File: src/rtl/sram_req_arbiter_pkg.sv
// Shared definitions for the two-master SRAM-like request arbiter:
// command bundle layout, data width and master IDs.
package sram_req_arbiter_pkg;

  localparam int unsigned CMD_W     = 71;
  localparam int unsigned DATA_W    = 32;

  // Bit offsets (LSB) of each field inside the command bundle
  localparam int unsigned CMD_WR    = 70;
  localparam int unsigned CMD_SIZE  = 68;
  localparam int unsigned CMD_WSTRB = 64;
  localparam int unsigned CMD_ADDR  = 32;
  localparam int unsigned CMD_WDATA = 0;

  localparam logic ID_INST = 1'b0;
  localparam logic ID_DATA = 1'b1;

  typedef struct packed {
    logic        wr;
    logic [1:0]  size;
    logic [3:0]  wstrb;
    logic [31:0] addr;
    logic [31:0] wdata;
  } cmd_t;

endpackage

File: src/rtl/sram_id_fifo.sv
// In-order FIFO of 1-bit master IDs for accepted-but-unanswered requests.
// A push is visible at the head on the cycle after it is written.
module sram_id_fifo #(
  parameter int unsigned DEPTH = 4
) (
  input  logic clk,
  input  logic resetn,
  input  logic push,
  input  logic din,
  input  logic pop,
  output logic full,
  output logic empty,
  output logic head
);
  import sram_req_arbiter_pkg::*;

  localparam int unsigned PTR_W = $clog2(DEPTH);
  localparam int unsigned CNT_W = PTR_W + 1;

  logic [DEPTH-1:0] mem_q, mem_d;
  logic [PTR_W-1:0] wr_ptr_q, wr_ptr_d;
  logic [PTR_W-1:0] rd_ptr_q, rd_ptr_d;
  logic [CNT_W-1:0] count_q, count_d;
  logic             do_push, do_pop;

  always_comb begin
    full     = (count_q == CNT_W'(DEPTH));
    empty    = (count_q == '0);
    head     = mem_q[rd_ptr_q];
    do_push  = push & ~full;
    do_pop   = pop & ~empty;

    mem_d    = mem_q;
    wr_ptr_d = wr_ptr_q;
    rd_ptr_d = rd_ptr_q;
    count_d  = count_q;

    if (do_push) begin
      mem_d[wr_ptr_q] = din;
      wr_ptr_d        = wr_ptr_q + PTR_W'(1);
    end
    if (do_pop) begin
      rd_ptr_d = rd_ptr_q + PTR_W'(1);
    end
    // Simultaneous push and pop leaves the occupancy unchanged
    case ({do_push, do_pop})
      2'b10:   count_d = count_q + CNT_W'(1);
      2'b01:   count_d = count_q - CNT_W'(1);
      default: count_d = count_q;
    endcase
  end

  always_ff @(posedge clk or negedge resetn) begin
    if (!resetn) begin
      mem_q    <= '0;
      wr_ptr_q <= '0;
      rd_ptr_q <= '0;
      count_q  <= '0;
    end else begin
      mem_q    <= mem_d;
      wr_ptr_q <= wr_ptr_d;
      rd_ptr_q <= rd_ptr_d;
      count_q  <= count_d;
    end
  end

endmodule

File: src/rtl/sram_req_arbiter.sv
// Merges instruction-fetch (m0) and data (m1) SRAM-like ports onto one memory port,
// routing each in-order response back to the master that issued the request.
module sram_req_arbiter #(
  parameter int unsigned OUTSTANDING = 4,
  parameter int unsigned CMD_W       = sram_req_arbiter_pkg::CMD_W
) (
  input  logic                                   clk,
  input  logic                                   resetn,
  input  logic                                   m0_req,
  input  logic [CMD_W-1:0]                       m0_cmd,
  output logic                                   m0_addr_ok,
  output logic                                   m0_data_ok,
  output logic [sram_req_arbiter_pkg::DATA_W-1:0] m0_rdata,
  input  logic                                   m1_req,
  input  logic [CMD_W-1:0]                       m1_cmd,
  output logic                                   m1_addr_ok,
  output logic                                   m1_data_ok,
  output logic [sram_req_arbiter_pkg::DATA_W-1:0] m1_rdata,
  output logic                                   s_req,
  output logic [CMD_W-1:0]                       s_cmd,
  input  logic                                   s_addr_ok,
  input  logic                                   s_data_ok,
  input  logic [sram_req_arbiter_pkg::DATA_W-1:0] s_rdata,
  output logic                                   arb_err
);
  import sram_req_arbiter_pkg::*;

  if ((OUTSTANDING < 2) || ((OUTSTANDING & (OUTSTANDING - 1)) != 0)) begin : g_bad_depth
    $error("sram_req_arbiter: OUTSTANDING must be a power of two >= 2");
  end

  logic lock_q, lock_d;
  logic lock_id_q, lock_id_d;
  logic arb_err_q, arb_err_d;
  logic grant, req_sel;
  logic push, pop;
  logic fifo_full, fifo_empty, fifo_head;

  // Grant: a stalled request keeps the bus; otherwise the data port wins
  always_comb begin
    grant   = ID_INST;
    req_sel = m0_req | m1_req;
    if (lock_q) begin
      grant   = lock_id_q;
      req_sel = (lock_id_q == ID_DATA) ? m1_req : m0_req;
    end else if (m1_req) begin
      grant   = ID_DATA;
    end

    s_req      = resetn & req_sel & ~fifo_full;
    s_cmd      = {CMD_W{resetn}} & ((grant == ID_DATA) ? m1_cmd : m0_cmd);
    m0_addr_ok = s_addr_ok & s_req & (grant == ID_INST);
    m1_addr_ok = s_addr_ok & s_req & (grant == ID_DATA);
    push       = s_req & s_addr_ok;

    lock_d     = s_req & ~s_addr_ok;
    lock_id_d  = lock_d ? grant : lock_id_q;
  end

  // Responses follow the FIFO head; a response with nothing in flight is an error
  always_comb begin
    pop        = s_data_ok & ~fifo_empty;
    m0_data_ok = resetn & pop & (fifo_head == ID_INST);
    m1_data_ok = resetn & pop & (fifo_head == ID_DATA);
    m0_rdata   = s_rdata;
    m1_rdata   = s_rdata;
    arb_err_d  = arb_err_q | (s_data_ok & fifo_empty);
    arb_err    = arb_err_q;
  end

  always_ff @(posedge clk or negedge resetn) begin
    if (!resetn) begin
      lock_q    <= 1'b0;
      lock_id_q <= ID_INST;
      arb_err_q <= 1'b0;
    end else begin
      lock_q    <= lock_d;
      lock_id_q <= lock_id_d;
      arb_err_q <= arb_err_d;
    end
  end

  sram_id_fifo #(
    .DEPTH (OUTSTANDING)
  ) u_id_fifo (
    .clk    (clk),
    .resetn (resetn),
    .push   (push),
    .din    (grant),
    .pop    (pop),
    .full   (fifo_full),
    .empty  (fifo_empty),
    .head   (fifo_head)
  );

endmodule

File: config.mk
export PLATFORM = sky130hd
export DESIGN_NAME = sram_req_arbiter
export DESIGN_NICKNAME = d
export VERILOG_FILES = /design/src/rtl/sram_req_arbiter_pkg.sv /design/src/rtl/sram_id_fifo.sv /design/src/rtl/sram_req_arbiter.sv
export SDC_FILE = /design/constraint.sdc
export NUM_CORES = 1
export LEC_CHECK = 0
export CAP_MARGIN = 20
export CORE_AREA = 4 4 122 124
export DETAILED_ROUTE_END_ITERATION = 16
export DIE_AREA = 0 0 126 128
export HOLD_SLACK_MARGIN = 0.02
export PLACE_DENSITY = 0.67
export SYNTH_ARGS = -nofsm -noshare
export SYNTH_HDL_FRONTEND = slang
export SYNTH_HIERARCHICAL = 1
export SYNTH_SLANG_ARGS = --single-unit
File: constraint.sdc
create_clock -name clk -period 3.15 [get_ports clk]
set_input_delay 0.63 -clock clk [delete_from_list [all_inputs] [get_ports clk]]
set_output_delay 0.63 -clock clk [all_outputs]
set_load 0.05 [all_outputs]
==> results.py <==
metrics = {
    "timing": {
        "period_share_pct": 93.5,
        "fmax_ghz": 0.339,
        "worstMarginPinSlew_ns": 0.546,
        "fin_setup_tns_ns": 0,
        "relSlewSlack_pct": 63.6,
        "finalClockSkew_ns": 0.00201,
        "setup_viol": 0,
        "rsz0062_at_grt": "false",
        "drv_slew": 0,
        "min_period_ns": 2.95,
        "hold_violations": 0,
        "whs_ns": 0.455,
    },
    "detailed_routing": {
        "firstDrtPassIters": 4,
        "wl_microns": 10700,
        "drt_iter0_drc": 85,
        "vias_per_cell": 4.22,
        "ant_nets": 0,
        "num_vias": 2986,
        "drcViolationCount": 0,
        "wl_per_cell_microns": 15.1,
    },
    "cts": {
        "cts_tree": "done",
        "cts.path.max_buffers": 2,
        "cts_sinks": 14,
        "root_buffer": "clkbuf_16",
        "cts_hold_buf": 0,
        "cts_htree_levels": 1,
        "cts_resized": 0,
        "clk_pin_slew_worst_paths_ns": 0.05,
        "numCtsBuffers": 3,
        "post_cts_buffers": 0,
        "clock_latency_ns": 0.25,
    },
    "logic_synthesis": {
        "yosysTopAreaCellShare_pct": 21.3,
        "synth_ff_type": "dfrtp_1",
        "syn_nets": 559,
        "yosys-top-cells-count": "nand2_1, a21oi_2, nand2_2, buf_4, dfrtp_1",
        "async_flop_share_pct": 100,
        "synth-compound-area-share_pct": 25.0,
        "synthCells": 373,
        "syn_area_per_cell_sq_um": 7.60,
        "synth_mux_area_share_pct": 2.82,
        "synth_cell_types": 34,
        "synthAdderAreaFrac_pct": 2.91,
        "synth_top_family_by_area": "simple AND/OR/NAND/NOR gates",
        "synth_enable_flop_cells": 0,
        "yosys.area_share.simple_pct": 29.4,
        "synth_most_common_cell": "nand2_1",
        "ys_seq_elements": 14,
        "ys_top_cells_by_area": "a21oi_2, buf_4, nand2_2",
        "yosysTopAreaCell": "a21oi_2",
        "yosysWarnings": 6,
        "synth_xor_area_share_pct": 1.85,
        "syn-cell-area_sq_mm": 0.00284,
        "synth-seq-area-share_pct": 12.4,
    },
    "finish": {
        "antenna_cells": 0,
        "final_cells": 707,
        "stdcell_area_sq_mm": 0.00559,
        "area_growth_pct": 97.1,
        "fillCellCount": 1299,
        "layout-drive-gt1-share_pct": 45.2,
        "nNetsFinal": 714,
    },
    "worst_setup_path": {
        "max_stage_delay_ns": 0.50,
        "path_class": "input pin to output pin",
        "path_delay_family": "buffers and inverters",
        "cp_num_buf_inv": 3,
        "crit_path_frequent_cell": "buf_12",
        "slowest_stage": "clkdlybuf4s50_1",
        "critPathArrivalTime_ns": 2.32,
        "cp_cell_sequence": "clkdlybuf4s50_1 > mux2i_4 > buf_12 > nand2_1 > a21oi_2 > buf_12",
        "worst-path-max-fanout": 72,
        "start_kind": "input pin",
        "cp.required_ns": 2.52,
        "crit_path_end_kind": "output pin",
    },
    "floorplanning": {
        "fp.dieW_microns": 126,
        "start_util_pct": 20.6,
        "die-area_sq_mm": 0.0161,
        "core_area_sq_mm": 0.0138,
        "rows": 43,
        "pin_count": 321,
        "fp.dieH_microns": 128,
    },
    "pwr": {
        "p_per_area_mw_per_mm2": 446,
        "totalPowerFinal_uw": 2490,
        "ir_worst_vdd_uv": 261,
        "p_leak_uw": 0.00218,
    },
    "placement": {
        "placed_cell_area_sq_mm": 0.00550,
        "place_hpwl_microns": 8880,
        "io_buffers": 224,
        "dp.cells": 703,
        "gp_congestion": 0.826,
    },
    "global_route": {
        "grt_pass1_vias": 3169,
        "antenna_found_initial": 0,
        "grt_start_max_net_pins": 73,
        "overflow": 0,
        "grt_pass1_wl_microns": 16200,
        "track_usage_pct": 12.1,
    },
    "job": {
        "cap_viol_max_count": 0,
    },
    "hold_path": {
        "hold_class": "flop to flop",
    },
    "outcome": {
        "status": "complete, no violations",
    },
}
## cell usage in the layout, fill, tap and decap left out, types with 2 or more instances in the layout
cell	synthesis	routed
mux2i_1	2	2
nor2b_1	2	2
xnor2_1	3	3
inv_1	5	5
clkbuf_16	0	3
nand2_2	69	69
dfrtp_1	14	14
clkdlybuf4s50_1	0	148
o21ai_0	8	8
a21oi_2	69	69
and3_1	3	3
a21oi_1	2	2
nand2_1	84	84
nor2_1	3	3
ha_1	5	5
xor2_1	3	3
buf_4	64	9
buf_12	7	79
## state kept, by name, summed over array words and instances (netlist names)
signal              count
u_id_fifo/rd_ptr_q      2
u_id_fifo/wr_ptr_q      2
u_id_fifo/count_q       3
lock_id_q               1
lock_q                  1
u_id_fifo/mem_q         4
arb_err                 1
## cells by family after synthesis
kind of cell | Yosys count
and+or+nand+nor | 166
buffers and inverters | 93
AOI/OAI and AO/OA | 83
DFF | 14
xor gates and xnor gates | 6
adders and majority gates | 6
muxes | 5
## final timing paths
path | cells after the start | from | end | slack [ns]
worst max-delay path | 6 | m1_req | s_cmd[68] | 0.20
min in group asynchronous | 2 | resetn | u_id_fifo/mem_q[0] | 0.82
worst min-delay path | 1 | arb_err | arb_err | 0.45
max in group asynchronous | 2 | resetn | lock_id_q | 2.14
worst max register to register | 10 | u_id_fifo/count_q[0] | u_id_fifo/count_q[2] | 0.84
worst min register to register | 1 | arb_err | arb_err | 0.45
## metrics by stage
stage	utilization [%]	worst slack [ns]
6_report	40.6	0.204
2_1_floorplan	-	0.219
3_3_place_gp	39.9	0.234
5_1_grt	40.6	0.0977
3_5_place_dp	39.9	0.170
4_1_cts	40.6	0.191
## where the power goes
group | total, uW | leakage [uW] | switching [uW] | internal [uW]
registers | 355 | 0.000167 | 87.8 | 268
clock network | 272 | 0.0000442 | 79.0 | 193
logic | 1860 | 0.00197 | 977 | 887
total | 2490 | 0.00218 | 1140 | 1350
## layout make-up
cell class | instances | area [sq um] | share of cell area (%)
clock buffer | 4 | 88.8 | 1.59
inverter | 7 | 36.3 | 0.649
multi-input combinational | 266 | 1760 | 31.5
sequential | 14 | 350 | 6.27
tap | 180 | 225 | 4.03
timing repair buffer | 236 | 3130 | 56.0
## routing by layer
layer	share of wire [%]	wire, microns	GRT usage, %	up-vias
met5	0	0	0	-
met4	2.3	250	4.10	0
met3	12	1280	4.75	27
met2	51	5410	22.0	202
met1	35	3720	12.7	1317
li1	-	-	-	1440
## worst register-to-register path, stage by stage, from the launching register on
cell	delay, ns
dfrtp_1	0.46
nor3b_4	0.37
a2111oi_4	0.08
and2_1	0.19
nand2b_1	0.10
ha_1	0.19
inv_1	0.06
fa_1	0.37
xor2_1	0.15
nor2_1	0.12
xor2_1	0.15
Note: power is estimated with default switching activity, not from simulation.
